**config.mk**
```make
export PLATFORM = sky130hd
export DESIGN_NAME = biquad_coeff_loader
export DESIGN_NICKNAME = d
export VERILOG_FILES = /design/src/rtl/biquad_pkg.sv /design/src/rtl/biquad_coeff_shadow.sv /design/src/rtl/biquad_coeff_loader.sv
export SDC_FILE = /design/constraint.sdc
export NUM_CORES = 1
export LEC_CHECK = 0
export CAP_MARGIN = 30
export CORE_ASPECT_RATIO = 0.6
export CORE_MARGIN = 1.5
export CORE_UTILIZATION = 46
export CTS_CLUSTER_DIAMETER = 120
export CTS_CLUSTER_SIZE = 14
export DETAILED_ROUTE_END_ITERATION = 8
export PLACE_DENSITY_LB_ADDON = 0.15
export SLEW_MARGIN = 30
export SYNTH_ARGS = -nofsm -noshare
export SYNTH_HDL_FRONTEND = slang
export SYNTH_HIERARCHICAL = 1
export SYNTH_SLANG_ARGS = --single-unit
```
**constraint.sdc**
```tcl
create_clock -name clk -period 5.55 [get_ports clk]
set_input_delay 1.11 -clock clk [delete_from_list [all_inputs] [get_ports clk]]
set_output_delay 1.11 -clock clk [all_outputs]
set_load 0.03 [all_outputs]
```
**src/rtl/biquad_pkg.sv**
```systemverilog
// biquad_pkg: shared coefficient width, loader state encoding and defaults
package biquad_pkg;
  localparam int COEFF_BITS    = 18;
  localparam int DAT_DELAY_DEF = 1;
  typedef enum logic [1:0] {ST_IDLE, ST_LOAD, ST_UPDATE, ST_DONE} load_state_e;
endpackage

```
**src/rtl/biquad_coeff_shadow.sv**
```systemverilog
// biquad_coeff_shadow: host shadow bank with registered readback and write-first snapshot
module biquad_coeff_shadow
  import biquad_pkg::*;
#(
  parameter int NCOEFF  = 2,
  parameter int ADRBITS = 4
) (
  input  logic                  clk,
  input  logic                  rst_n,
  input  logic                  wr_i,
  input  logic [ADRBITS-1:0]    adr_i,
  input  logic [COEFF_BITS-1:0] dat_i,
  output logic [COEFF_BITS-1:0] rd_dat_o,
  input  logic                  snap_i,
  input  logic [ADRBITS-1:0]    sel_i,
  output logic [COEFF_BITS-1:0] snap_sel_o,
  output logic [COEFF_BITS-1:0] snap_top_o
);
  logic [COEFF_BITS-1:0] bank_q [NCOEFF];
  logic [COEFF_BITS-1:0] bank_d [NCOEFF];
  logic [COEFF_BITS-1:0] snap_q [NCOEFF];
  logic [COEFF_BITS-1:0] rd_d, rd_q;
  // bank_d is the bank with this cycle's write applied, so a snapshot includes it
  always_comb begin
    rd_d       = '0;
    snap_sel_o = '0;
    for (int i = 0; i < NCOEFF; i++) begin
      bank_d[i] = (wr_i && adr_i == ADRBITS'(i)) ? dat_i : bank_q[i];
      if (adr_i == ADRBITS'(i)) rd_d = bank_q[i];
      if (sel_i == ADRBITS'(i)) snap_sel_o = snap_q[i];
    end
  end
  assign snap_top_o = bank_d[NCOEFF-1];
  assign rd_dat_o   = rd_q;
  always_ff @(posedge clk or negedge rst_n) begin
    if (!rst_n) begin
      rd_q   <= '0;
      bank_q <= '{default: '0};
      snap_q <= '{default: '0};
    end else begin
      rd_q   <= rd_d;
      bank_q <= bank_d;
      if (snap_i) snap_q <= bank_d;
    end
  end
endmodule

```
**src/rtl/biquad_coeff_loader.sv**
```systemverilog
// biquad_coeff_loader: shifts a snapshot of the shadow bank into the DSP B cascade, then pulses update
module biquad_coeff_loader
  import biquad_pkg::*;
#(
  parameter int NCOEFF    = 2,
  parameter int ADRBITS   = 4,
  parameter int DAT_DELAY = DAT_DELAY_DEF
) (
  input  logic                  clk,
  input  logic                  rst_n,
  input  logic                  cfg_wr_i,
  input  logic [ADRBITS-1:0]    cfg_adr_i,
  input  logic [COEFF_BITS-1:0] cfg_dat_i,
  output logic [COEFF_BITS-1:0] cfg_dat_o,
  input  logic                  cfg_commit_i,
  output logic                  busy_o,
  output logic                  done_o,
  output logic [COEFF_BITS-1:0] coeff_dat_o,
  output logic                  coeff_wr_o,
  output logic                  coeff_update_o
);
  load_state_e           state_q;
  logic [ADRBITS-1:0]    k_q, sel;
  logic                  pend_q, wr_q, upd_q, done_q, start;
  logic [COEFF_BITS-1:0] dat_q, snap_sel, snap_top;

  // a commit arriving in DONE restarts directly, same as a pending one
  assign start = (state_q == ST_IDLE && cfg_commit_i) ||
                 (state_q == ST_DONE && (pend_q || cfg_commit_i));
  // with no data delay the data register must run one index ahead of the strobe
  assign sel = (DAT_DELAY != 0) ? k_q : k_q - 1'b1;

  biquad_coeff_shadow #(.NCOEFF(NCOEFF), .ADRBITS(ADRBITS)) u_shadow (
    .clk        (clk),
    .rst_n      (rst_n),
    .wr_i       (cfg_wr_i),
    .adr_i      (cfg_adr_i),
    .dat_i      (cfg_dat_i),
    .rd_dat_o   (cfg_dat_o),
    .snap_i     (start),
    .sel_i      (sel),
    .snap_sel_o (snap_sel),
    .snap_top_o (snap_top)
  );

  always_ff @(posedge clk or negedge rst_n) begin
    if (!rst_n) begin
      state_q <= ST_IDLE;
      k_q     <= '0;
      pend_q  <= 1'b0;
      wr_q    <= 1'b0;
      upd_q   <= 1'b0;
      done_q  <= 1'b0;
      dat_q   <= '0;
    end else begin
      done_q <= 1'b0;
      if (start) begin
        state_q <= ST_LOAD;
        k_q     <= ADRBITS'(NCOEFF - 1);
        wr_q    <= 1'b1;
        pend_q  <= 1'b0;
        if (DAT_DELAY == 0) dat_q <= snap_top;
      end else begin
        case (state_q)
          ST_LOAD: begin
            pend_q <= pend_q | cfg_commit_i;
            if (DAT_DELAY != 0 || k_q != '0) dat_q <= snap_sel;
            if (k_q == '0) begin
              state_q <= ST_UPDATE;
              wr_q    <= 1'b0;
              upd_q   <= (DAT_DELAY == 0);
            end else begin
              k_q <= k_q - 1'b1;
            end
          end
          ST_UPDATE: begin
            pend_q <= pend_q | cfg_commit_i;
            upd_q  <= !upd_q;
            if (upd_q) begin
              state_q <= ST_DONE;
              done_q  <= 1'b1;
            end
          end
          ST_DONE: state_q <= ST_IDLE;
          default: state_q <= ST_IDLE;
        endcase
      end
    end
  end

  assign busy_o         = (state_q != ST_IDLE) || pend_q;
  assign done_o         = done_q;
  assign coeff_dat_o    = dat_q;
  assign coeff_wr_o     = wr_q;
  assign coeff_update_o = upd_q;
endmodule

```
== Word level (Yosys, flattened, before mapping) ==
Cells that the tools add are included.
Word-level totals
  register bits after elaboration: 118
  logic and storage cells: 68
Operators by class
  $add $sub $neg: 1
  equality and inequality tests: 9
  mux-type cells: 22
  bitwise logic cells: 2
  reduce and logical (&&, ||, !) cells: 22
Operator list (count)
  18-bit two-way mux: 6
  4-bit two-way mux: 3
  2-bit nonzero test: 5
  4-bit by 1-bit == test with 1-bit output, second input constant: 2
  4-bit logical NOT: 2
  1-bit two-way mux: 8
  2-bit AND reduction: 4
  2-bit two-way mux: 3
  3-bit inequality test, second input constant: 2
  2-bit == test, second input constant: 2
  1-bit logical AND: 4
  2-bit inequality test, second input constant: 2
  2-bit case mux with 2 select lines: 1
  4-bit by 1-bit subtractor with 4-bit output, second input constant: 1
  1-bit logical OR: 3
  3-bit AND reduction: 1
  2-bit by 1-bit == test with 1-bit output, second input constant: 1
  2-bit logical NOT: 1
  1-bit case mux with 2 select lines: 1
  2-bit OR reduction: 1
  1-bit logical NOT: 1
  1-bit inverter: 1
  1-bit OR: 1

== Depth between registers and ports, before layout ==
  depth in word-level cells: 5
  mapped depth: 9
  mapped depth without buffers: 7

== Cells and area by module ==
Netlist, hierarchy kept.
By module, submodules not included
  biquad_coeff_shadow: times used 1, cells each 360, area an instance 3962.6 sq um, sequential area each 2252.2 sq um
  biquad_coeff_loader: times used 1, cells each 93, area an instance 1238.7 sq um, sequential area each 700.7 sq um

== Worst setup path after synthesis ==
No wires, ideal clock.
  kind: input-to-reg
  start: input cfg_commit_i
  end: register u_shadow/snap_q[3] (netlist name)
  library setup time: 0.082 ns
  data arrival time: 2.135 ns
  data required time: 5.468 ns
  slack: 3.333 ns
  stages on the path: 7
  buffers on the path: 2
  path through: o21a_1 > a21oi_4 > inv_1 > buf_1 > clkbuf_1 > nor2_1 > a31oi_1
On the way
  cells in the longest elaborated chain, start to end: 3
  elaborated cells between the ends (all ways): 4
Ends and longest elaborated chain
  start, declared: RTL line biquad_coeff_loader.sv:15  | input logic cfg_commit_i,
  1-bit logical OR: RTL line biquad_coeff_loader.sv:29  | (state_q == ST_DONE && (pend_q || cfg_commit_i));
  1-bit logical AND: RTL line biquad_coeff_loader.sv:29
  1-bit logical OR *: RTL line biquad_coeff_loader.sv:28  | assign start = (state_q == ST_IDLE && cfg_commit_i) ||
  named net start: RTL line biquad_coeff_loader.sv:24  | logic pend_q, wr_q, upd_q, done_q, start;
  end signal, assigned: RTL line biquad_coeff_shadow.sv:43  | if (snap_i) snap_q <= bank_d;
  end, declared: RTL line biquad_coeff_shadow.sv:21  | logic [COEFF_BITS-1:0] snap_q [NCOEFF];
Mark *: on every way through the listed nets, which the timed path passes. The rest lies on a longest branch.
A chain may end at the register's enable or synchronous reset.

== Worst setup path in the final report ==
  start: register state_q[0]
  end: output busy_o
On the way
  cells in the longest elaborated chain, start to end: 2
Ends and longest elaborated chain
  start, declared: RTL line biquad_coeff_loader.sv:22  | load_state_e state_q;
  start signal, assigned: RTL line biquad_coeff_loader.sv:48  | state_q <= ST_IDLE;
  start signal, assigned: RTL line biquad_coeff_loader.sv:58  | state_q <= ST_LOAD;
  start signal, assigned: RTL line biquad_coeff_loader.sv:69  | state_q <= ST_UPDATE;
  2-bit nonzero test: RTL line biquad_coeff_loader.sv:91  | assign busy_o = (state_q != ST_IDLE) || pend_q;
  1-bit logical OR: RTL line biquad_coeff_loader.sv:91
  end, declared: RTL line biquad_coeff_loader.sv:16  | output logic busy_o,
No other way between the ends.

==> qor.txt <==
========================================================================================
Post-layout instance area                                                       6300 µm²
Post-detailed-placement cell area                                               5770 µm²
Count of input and output buffers                                                     65
Starting density of the core                                                       47.7%
Data arrival at the endpoint of the critical path                                1.87 ns
Pre-antenna DRT Iters                                                                  5
Post-detailed-route via-to-cell ratio                                               5.55
CTS max path bufs                                                                      2
Number of DRC markers in iteration 0                                                 258
Type of the worst setup path                                                  reg -> out
Sequential fraction of design power                                                37.3%
Part of the power in the clock network                                             26.9%
Peak clock frequency supported by timing                                         336 MHz
Cell breakdown of the critical path                                         inv_1 -> ha_1 -> nand2b_1 -> clkdlybuf4s50_1
Clock tree from TritonCTS                                                            yes
Setup repair after global routing missed its margin                                false
Total half-perimeter wirelength after legalization and detailed placement        7.12 mm
Fraction of final layout cells with drive strength greater than 1                  19.2%
Final Max Slew Viols                                                                   0
Area used by sequential logic in the layout                                     2950 µm²
Slowest CP cell                                                             clkdlybuf4s50_1
Area enclosed by the die boundary                                             11,700 µm²
Post-Syn Area per Cell                                                          11.6 µm²
Min Clock Period, post-route                                                     2.98 ns
Worst min path class                                                          reg -> reg
Max cap viols                                                                          0
Via count of the first global-routing pass                                         3,486
PostCTS Resize Cnt                                                                     0
Number of clock sinks                                                                118
Share of the cycle needed by the critical path after routing                       53.6%
Switching part of the total power                                                  34.9%
Endpoints failing hold                                                                 0
Delay contributed by the slowest stage of the critical path                      0.66 ns
Internal Pwr Total                                                               2.33 mW
Routability cong.                                                                  0.796
Final Total Pwr                                                                  3.57 mW
Critical path required time                                                      4.44 ns
Nature of the critical path endpoint                                         output port
Count of fill cells added during filler insertion                                    879
Num CTS Buffers                                                                       17
Remaining DRCs                                                                         0
Number of diodes added for antenna fixing                                              0
Setup Skew                                                                     0.0121 ns
Synthesized area                                                                5070 µm²
Count of hold buffers inserted by post-cts repair                                      0
Global Route Usage Sum                                                             21.6%
Slack of the worst reg-to-reg path                                               3.49 ns
Power density cells                                                           567 nW/µm²
Proportion of power drawn by combinational gates                                   35.8%
Routed length per placed instance                                                17.8 µm
Insertion delay to the later sink of the worst-skew pair                         0.41 ns
Startpoint Class                                                                    flop
Largest driver fanout on the critical path                                             4
Post-Synthesis Cells                                                                 435
Area of combinational cells with multiple inputs                                1910 µm²
Nets                                                                                 530
P&R area growth vs syn                                                             24.3%
Switching power summed over all nets                                             1.25 mW
Count of final setup violators                                                         0
Outcome                                                                     finished clean
Total Routed Length                                                              11.6 mm
H-tree depth                                                                           4
Yosys warning total                                                                    6
Die Span X                                                                        138 µm
Setup TNS                                                                           0 ns
Clk Tree Root Cell                                                             clkbuf_16
Largest net degree at the start of global routing                                     79
Leakage Power                                                                    2.82 nW
Max VDD drop                                                                    0.335 mV
Total number of vias                                                               3,601
Rows                                                                                  29
Total grt overflow                                                                     0
Vertical die dimension                                                           84.3 µm
Total I/O pin count                                                                   66
Slew at the pin closest to its max-slew limit                                   0.911 ns
Wire length of the first global-routing pass                                     19.2 mm
Post-CTS setup-driven buffer insertion count                                           0
Number of antenna violations at the first check in global routing                      0
Total nets after synthesis                                                           467
CORE AREA                                                                     10,600 µm²
Antenna-violating nets left                                                            0
Slew headroom                                                                      39.0%
Clock-pin slew on the worst setup and hold paths                                 0.05 ns
========================================================================================
[stage by stage]
| stage | utilization (%) | setup slack (ns) | hold slack (ns) | std cells |
|---|---|---|---|---|
| floorplan | - | 3.33 | 0.460 | 435 |
| global placement | 54.2 | 2.30 | 0.480 | 618 |
| detailed placement | 54.3 | 2.31 | 0.486 | 618 |
| CTS | 59.2 | 2.56 | 0.509 | 649 |
| global route | 59.2 | 2.50 | 0.523 | 649 |
| finish | 59.2 | 2.57 | 0.504 | 649 |
[placed cells by master, fill, tap and decap left out, types with 4 or more instances in the layout]
cell / instances
inv_1: 5
dfrtp_1: 118
nand2_1: 39
o21ai_0: 8
a22o_1: 36
mux2_2: 18
a31oi_1: 36
clkinv_2: 4
buf_4: 9
clkdlybuf4s50_1: 64
a21oi_1: 5
clkbuf_16: 17
clkbuf_8: 4
o21ai_2: 30
nand3_1: 39
clkbuf_1: 6
nor2_1: 38
ha_1: 5
[sequential cells by signal, summed over array words and instances (netlist names)]
| signal | cells |
|---|---|
| coeff_update_o | 1 |
| k_q | 4 |
| state_q | 2 |
| coeff_wr_o | 1 |
| pend_q | 1 |
| done_o | 1 |
| u_shadow/rd_dat_o | 18 |
| coeff_dat_o | 18 |
| u_shadow/bank_q | 36 |
| u_shadow/snap_q | 36 |
[worst paths after layout]
| check | start | endpoint | depth (start not counted) |
|---|---|---|---|
| max reg2reg | state_q[0] | u_shadow/snap_q[32] | 8 |
| max in group asynchronous | rst_n | u_shadow/bank_q[15] | 2 |
| max | state_q[0] | busy_o | 4 |
| min reg2reg | coeff_dat_o[4] | coeff_dat_o[4] | 1 |
| min in group asynchronous | rst_n | u_shadow/bank_q[27] | 1 |
| min | coeff_dat_o[4] | coeff_dat_o[4] | 1 |
[worst max-delay path: cells and delay by family, from the launching register on]
kind | cells | cell delay (ns)
buf+inv | 2 | 0.74
fa+ha+maj | 1 | 0.23
simple gates | 1 | 0.08
flops | 1 | 0.40
[per-layer routing]
| metal | wire, µm | vias up | part of all wire (%) | GRT usage, % |
|---|---|---|---|---|
| met2 | 4790 | 128 | 41 | 28.8 |
| li1 | - | 1705 | - | - |
| met1 | 5740 | 1760 | 50 | 32.8 |
| met3 | 930 | 8 | 8.0 | 7.30 |
| met5 | 0 | - | 0 | 0 |
| met4 | 97 | 0 | 0.84 | 7.18 |
[layout make-up]
| class | instances | share of cell area [%] |
|---|---|---|
| clock inverters | 4 | 0.318 |
| multi-input cells | 281 | 30.3 |
| clock buffers | 27 | 7.99 |
| flip-flops and latches | 118 | 46.9 |
| repair buffers | 74 | 11.4 |
| well taps | 139 | 2.76 |
| inverters | 6 | 0.358 |
[power groups by stage]
stage	logic, mW	clock network (mW)	registers, mW
floorplan	0.768	0	1.44
global placement	1.26	0	1.33
detailed placement	1.28	0	1.35
CTS	1.28	0.982	1.33
global route	1.40	1.03	1.37
finish	1.28	0.961	1.33
Power figures use the tool's default switching activity.
